File: config.mk
export PLATFORM = sky130hd
export DESIGN_NAME = bit_normalizer
export DESIGN_NICKNAME = d
export VERILOG_FILES = /design/src/rtl/pkg.sv /design/src/rtl/bit_normalizer.sv
export SDC_FILE = /design/constraint.sdc
export NUM_CORES = 1
export LEC_CHECK = 0
export ABC_AREA = 1
export CORE_MARGIN = 4
export CORE_UTILIZATION = 50
export CTS_CLUSTER_SIZE = 24
export DETAILED_ROUTE_END_ITERATION = 6
export GPL_TIMING_DRIVEN = 0
export PLACE_DENSITY = 0.95
export SETUP_SLACK_MARGIN = 0.15
export SYNTH_ARGS = -nofsm -noshare
export SYNTH_HDL_FRONTEND = slang
export SYNTH_SLANG_ARGS = --single-unit
File: constraint.sdc
create_clock -name clk -period 2.7 [get_ports clk]
set_input_delay 0.405 -clock clk [delete_from_list [all_inputs] [get_ports clk]]
set_output_delay 0.405 -clock clk [all_outputs]
set_load 0.02 [all_outputs]
File: src/rtl/pkg.sv
// ============================================================================
//  Module      : pkg
//  Description : Types and constants shared by the lab2 shifter datapath.
//                The barrel shifter and the bit normalizer both use the
//                direction type declared here.
//  Revision    : 1.0 - initial release
// ============================================================================
`default_nettype none

package pkg;

    // Shift direction, common to the barrel shifter and the normalizer
    typedef enum logic {
        LEFT  = 1'b0,
        RIGHT = 1'b1
    } direction;

    // Normalizer control states
    typedef enum logic [1:0] {
        IDLE = 2'd0,
        RUN  = 2'd1,
        DONE = 2'd2
    } norm_state_e;

    localparam int NORM_W     = 32;
    localparam int NORM_CNT_W = 5;

endpackage : pkg

`default_nettype wire

File: src/rtl/bit_normalizer.sv
// ============================================================================
//  Module      : bit_normalizer
//  Description : Sequential normalizer. Shifts a 32-bit word until its
//                leading '1' (MSB side for LEFT, LSB side for RIGHT) reaches
//                the boundary bit, and reports the shift count consumed.
//                Valid/ready handshakes on input and output.
//                Optional macro BIT_NORMALIZER_FAST_EN enables 4-bit skip
//                steps over an all-zero boundary nibble.
//  Revision    : 1.0 - initial release
// ============================================================================
`default_nettype none

module bit_normalizer
    import pkg::*;
(
    input  logic                  clk,
    input  logic                  rst,
    input  logic                  in_valid,
    output logic                  in_ready,
    input  logic [NORM_W-1:0]     data_in,
    input  direction              left_right,
    output logic                  out_valid,
    input  logic                  out_ready,
    output logic [NORM_W-1:0]     data_out,
    output logic [NORM_CNT_W-1:0] shift_cnt,
    output logic                  zero
);

    norm_state_e           state_q, state_d;
    logic [NORM_W-1:0]     data_q, data_d;
    logic [NORM_CNT_W-1:0] cnt_q, cnt_d;
    logic                  zero_q, zero_d;
    direction              dir_q, dir_d;
    logic                  in_ready_q, in_ready_d;
    logic                  out_valid_q, out_valid_d;

    // Next-state and shift-step logic; the working register doubles as the result
    always_comb begin
        state_d = state_q;
        data_d  = data_q;
        cnt_d   = cnt_q;
        zero_d  = zero_q;
        dir_d   = dir_q;
        case (state_q)
            IDLE: begin
                if (in_valid) begin
                    data_d  = data_in;
                    dir_d   = left_right;
                    cnt_d   = '0;
                    zero_d  = (data_in == '0);
                    state_d = (data_in == '0) ? DONE : RUN;
                end
            end
            RUN: begin
                if (dir_q == LEFT) begin
                    if (data_q[NORM_W-1]) begin
                        state_d = DONE;
                    end
`ifdef BIT_NORMALIZER_FAST_EN
                    else if (data_q[NORM_W-1 -: 4] == 4'd0) begin
                        // Whole nibble is empty: skip it in one step
                        data_d = data_q << 4;
                        cnt_d  = cnt_q + NORM_CNT_W'(4);
                    end
`endif
                    else begin
                        data_d = data_q << 1;
                        cnt_d  = cnt_q + NORM_CNT_W'(1);
                    end
                end else begin
                    if (data_q[0]) begin
                        state_d = DONE;
                    end
`ifdef BIT_NORMALIZER_FAST_EN
                    else if (data_q[3:0] == 4'd0) begin
                        data_d = data_q >> 4;
                        cnt_d  = cnt_q + NORM_CNT_W'(4);
                    end
`endif
                    else begin
                        data_d = data_q >> 1;
                        cnt_d  = cnt_q + NORM_CNT_W'(1);
                    end
                end
            end
            DONE: begin
                if (out_ready) begin
                    state_d = IDLE;
                end
            end
            default: state_d = IDLE;
        endcase
        // Handshake outputs are registered, derived from the upcoming state
        in_ready_d  = (state_d == IDLE);
        out_valid_d = (state_d == DONE);
    end

    // State, working register and registered outputs
    always_ff @(posedge clk) begin
        if (rst) begin
            state_q     <= IDLE;
            data_q      <= '0;
            cnt_q       <= '0;
            zero_q      <= 1'b0;
            dir_q       <= LEFT;
            in_ready_q  <= 1'b1;
            out_valid_q <= 1'b0;
        end else begin
            state_q     <= state_d;
            data_q      <= data_d;
            cnt_q       <= cnt_d;
            zero_q      <= zero_d;
            dir_q       <= dir_d;
            in_ready_q  <= in_ready_d;
            out_valid_q <= out_valid_d;
        end
    end

    assign in_ready  = in_ready_q;
    assign out_valid = out_valid_q;
    assign data_out  = data_q;
    assign shift_cnt = cnt_q;
    assign zero      = zero_q;

endmodule : bit_normalizer

`default_nettype wire
# After elaboration in Yosys (flattened, before gate mapping)
# Cells that the tools add are included.
# Widths: inputs -> output; s select.
dict set report word_totals {
  reg_bits 43
  input_bits 37
  output_inout_bits 40
  elab_cells 41
}
dict set report op_classes {
  n_addsub 1
  eq_ne 6
  n_mux 17
  n_reduce_logical 8
}
# cell n
set op_table {}
lappend op_table {{$mux 32} 4}
lappend op_table {{$pmux 32 s2} 1}
lappend op_table {{$logic_not 32->1} 1}
lappend op_table {{$mux 5} 4}
lappend op_table {{$mux 2} 6}
lappend op_table {{$pmux 5 s2} 1}
lappend op_table {{$ne 3x3->1 const B} 2}
lappend op_table {{$pmux 2 s3} 1}
lappend op_table {{$reduce_and 3->1} 2}
lappend op_table {{$add 5x1->5 const B} 1}
lappend op_table {{$eq 2x2->1 const B} 2}
lappend op_table {{$logic_not 2->1} 2}
lappend op_table {{$reduce_and 4->1} 1}
lappend op_table {{$eq 2x1->1 const B} 1}
lappend op_table {{$ne 2x2->1 const B} 1}
lappend op_table {{$reduce_and 2->1} 1}
lappend op_table {{$reduce_bool 2->1} 1}

# Depth between registers and ports, before layout
dict set report depth {
  word_depth 5
  depth_mapped 9
  ltp_nobuf 8
}

# Worst setup path before layout
# No wires, ideal clock.
dict set report synth_timing {
  path_kind {flip-flop to flip-flop}
  from {register data_q[31] (netlist: data_out[31])}
  to {register data_q[2] (netlist: data_out[2])}
  setup_ns 0.113
  arrival_ns 1.243
  required_time_ns 2.587
  setup_slack_ns 1.344
  path_stages_with_launch 9
  n_path_buf 1
  synth_period_minus_slack_ns 1.356
  path_cell_list {dfxtp_1 inv_2 o21ai_2 nand2_2 nand2_4 inv_4 buf_6 o21ai_1 nor2_1}
}
dict set report synth_between {
  elab_chain_len 2
}
# item line
set synth_lines {}
lappend synth_lines {{start: declaration} bit_normalizer.sv:30} ;# logic [NORM_W-1:0] data_q, data_d;
lappend synth_lines {{start signal: assignment} bit_normalizer.sv:110} ;# data_q <= data_d;
lappend synth_lines {{$ne 3x3->1 (no source line)} --}
lappend synth_lines {{$reduce_and 4->1 (no source line)} --}
# No other way between the ends.
# A chain may end at the register's enable or synchronous reset.

# Worst setup path in the final report
dict set report layout_timing {
  from {register data_q[0] (netlist: data_out[0])}
  to {output port data_out[0]}
}
# item line
set layout_rtl {}
lappend layout_rtl {{end: declaration} bit_normalizer.sv:24} ;# output logic [NORM_W-1:0] data_out,
# No word-level cell between the ends.

==> metrics.txt <==
status finished clean; die span in y 77.2 um; Main synth FF type dfxtp_1; routability cong. 0.918; Slowest-stage cell, CP clkdlybuf4s50_1; Max Buffers Root-to-Sink 2; number of enable flip-flop cells after synthesis 0; most common cell after layout, fill and taps aside nor2_1; Final Cell Area around 0.0033 sq mm; peak per-stage delay on the critical path 0.66 ns; Clock power frac 19.6%; Synth Area in Compound Gates between 20% and 30%; synth top area cells dfxtp_1, nor2_1, nand2_1; Initial Util 53.1%; unrepaired setup endpoints after global routing no; Placed Area about 0.0032 sq mm; antenna-violating nets left 0; Finished Layout Cells 509; Worst Setup End Kind primary output; Synth cell types 29; fin crit share 67.7%; CTS H-tree lvls 2; Ports 77; routed vias 2,886; final WL 7.43 mm; Seq/Total Area, Yosys a little over a third; CTS tree done; DRT iter0 DRCs 376; diodes inserted 0; die area 0.00596 sq mm; CTS sink cnt 43; Synth Area in Adders 0.523%; Die Wd 77.2 um; Via density 5.67; main combinational cell family by area after synthesis simple AND/OR/NAND/NOR gates; cells after synthesis around 370; CP bufs+invs 1; syn_area_per_cell 6.40 sq um; CTS Buf Count 5; CP arrival 1.42 ns; CTS root buf clkbuf_8; worst skew pair latency 0.30 ns; dpl cells 501; Critical Path Start Type flop; Post-Synth Simple-Gate Area 33.4%; Syn Nets 412; GRT Residual Overflow 0; Fillers about 360; cell family with most CP delay buffers and inverters; Pint roughly 1.3 mW; Worst VDD drop 0.000370 V; post_cts resized 0; Worst Reg-to-Reg Cells 8; Fmax achieved 547 MHz; setup bufs post-CTS 0; HPWL Detailed 5.51 mm; Pwr Density 618 mW/mm^2; mux contribution to synthesized area 0%; Worst Hold Depth 2; Psw 0.770 mW; # port buffers 75; Max Cap Violations 0; wire per inst 14.6 um; Synth Warn # 0; Overall Power 2.03 mW; utilization after layout 73.1%; Fin. Hold Viols 0; post-route setup TNS 0 ns; initial antenna violation count 0; most frequent cells in the layout nor2_1, nand2_1, clkdlybuf4s50_1; Slew @ Worst Pin 0.502 ns; share of layout cells above drive strength 1 between 8 and 9%; Nets 494; Pre-antenna DRT Iters 6; Area Overhead vs Synth 37.5%; sw frac about 38%; XOR/XNOR share of the synthesized area between 1 and 1.5%; Comb pwr share 40.2%; Yosys top cell by area dfxtp_1; Final Critical Period about 1.8 ns; WP data required 2.30 ns; global-route wire length before repair 11.9 mm; largest net degree at the start of global routing 13; area of the multi-input gates 0.00132 sq mm; FF/Latch Area 861 sq um; Core Region 0.00450 sq mm; number of global-route vias before repair 2,564; CP cell instances clkdlybuf4s50_1; count of pins over their slew limit 0; cts hold-fix bufs 0; FF+latch count, synth 43; Slew HR around two thirds; kind of critical path reg2out; DRC 0; worst min path class reg2reg; share of power burned in registers 40.1%; clk slew on worst S/H paths around 0.080 ns; CP Max Fanout 7; Yosys top cell area share between 30% and 40%; Tot GR Track Use 23.9%; Leak 1.28 nW; final setup fails 0; worst-case clock skew 0.00432 ns; num rows 24; Post-Syn Area roughly 0.0024 sq mm; asr flop ratio synth 0%; stages on the worst setup path 1
[power by group through the flow]
stage | clock (mW) | combinational [mW] | sequential (mW)
2_1_floorplan | 0 | 0.402 | 0.903
3_3_place_gp | 0 | 0.787 | 0.823
3_5_place_dp | 0 | 0.805 | 0.824
4_1_cts | 0.396 | 0.810 | 0.810
5_1_grt | 0.430 | 0.882 | 0.824
6_report | 0.399 | 0.818 | 0.816
[per-layer routing]
layer / global-route usage, % / vias to the layer above / wire length (um)
met4: 7.83 / 0 / 194
met2: 41.1 / 191 / 3490
met3: 5.04 / 23 / 697
li1: - / 1378 / -
met1: 29.6 / 1294 / 3040
met5: 0 / - / 0
[path summary, 6_finish.rpt]
| kind | start | to | slack, ns |
|---|---|---|---|
| max reg2reg | dir_q$_SDFFE_PP0P_ | data_out[28]$_SDFFE_PP0P_ | 1.19 |
| min | zero$_SDFFE_PP0P_ | zero$_SDFFE_PP0P_ | 0.47 |
| min reg2reg | zero$_SDFFE_PP0P_ | zero$_SDFFE_PP0P_ | 0.47 |
| max | data_out[0]$_SDFFE_PP0P_ | data_out[0] | 0.87 |
[cell usage after synthesis, types with 5 or more instances]
master and instances:
o21ai_1 21, o21ai_0 6, inv_1 7, dfxtp_1 43, nand2_1 91, buf_4 8, a21oi_1 31, buf_6 5
nand3_1 5, nor2_1 101, buf_2 6, a31oi_1 23
[state kept, by name, summed over array words and instances (netlist names)]
register   cells
shift_cnt      5
in_ready       1
zero           1
data_out      32
dir_q          1
out_valid      1
state_q        2
[cell families (layout without fill, tap and decap cells)]
| family | count (synthesis) | count (layout) |
|---|---|---|
| AO/OA/AOI/OAI | 88 | 88 |
| XOR/XNOR | 3 | 3 |
| adder cells (fa/ha/maj) | 1 | 1 |
| buffers and inverters | 35 | 118 |
| flip-flops | 43 | 43 |
| AND/OR/NAND/NOR | 204 | 204 |
[worst min-delay path: cells and delay by family (launching register included)]
kind | cells | cell delay, ns
AO/OA/AOI/OAI | 1 | 0.06
flip-flops | 1 | 0.32
AND/OR/NAND/NOR | 1 | 0.06
[area by class of cell]
type,instances,share of cell area (%)
plain buffers,23,4.90
multi-input cells,296,40.2
repair buffers,75,22.8
clock buffers,7,2.32
well taps,52,1.98
flip-flops and latches,43,26.2
inverters,12,1.44
clock inverters,1,0.152
[metrics by stage]
step	hold WS (ns)	setup slack, ns
after floorplan	0.520	1.34
after global placement	0.457	0.942
after detailed placement	0.459	0.890
after CTS	0.473	0.896
after global routing	0.494	0.841
final	0.473	0.873
Note: power is estimated with default switching activity, not from simulation.
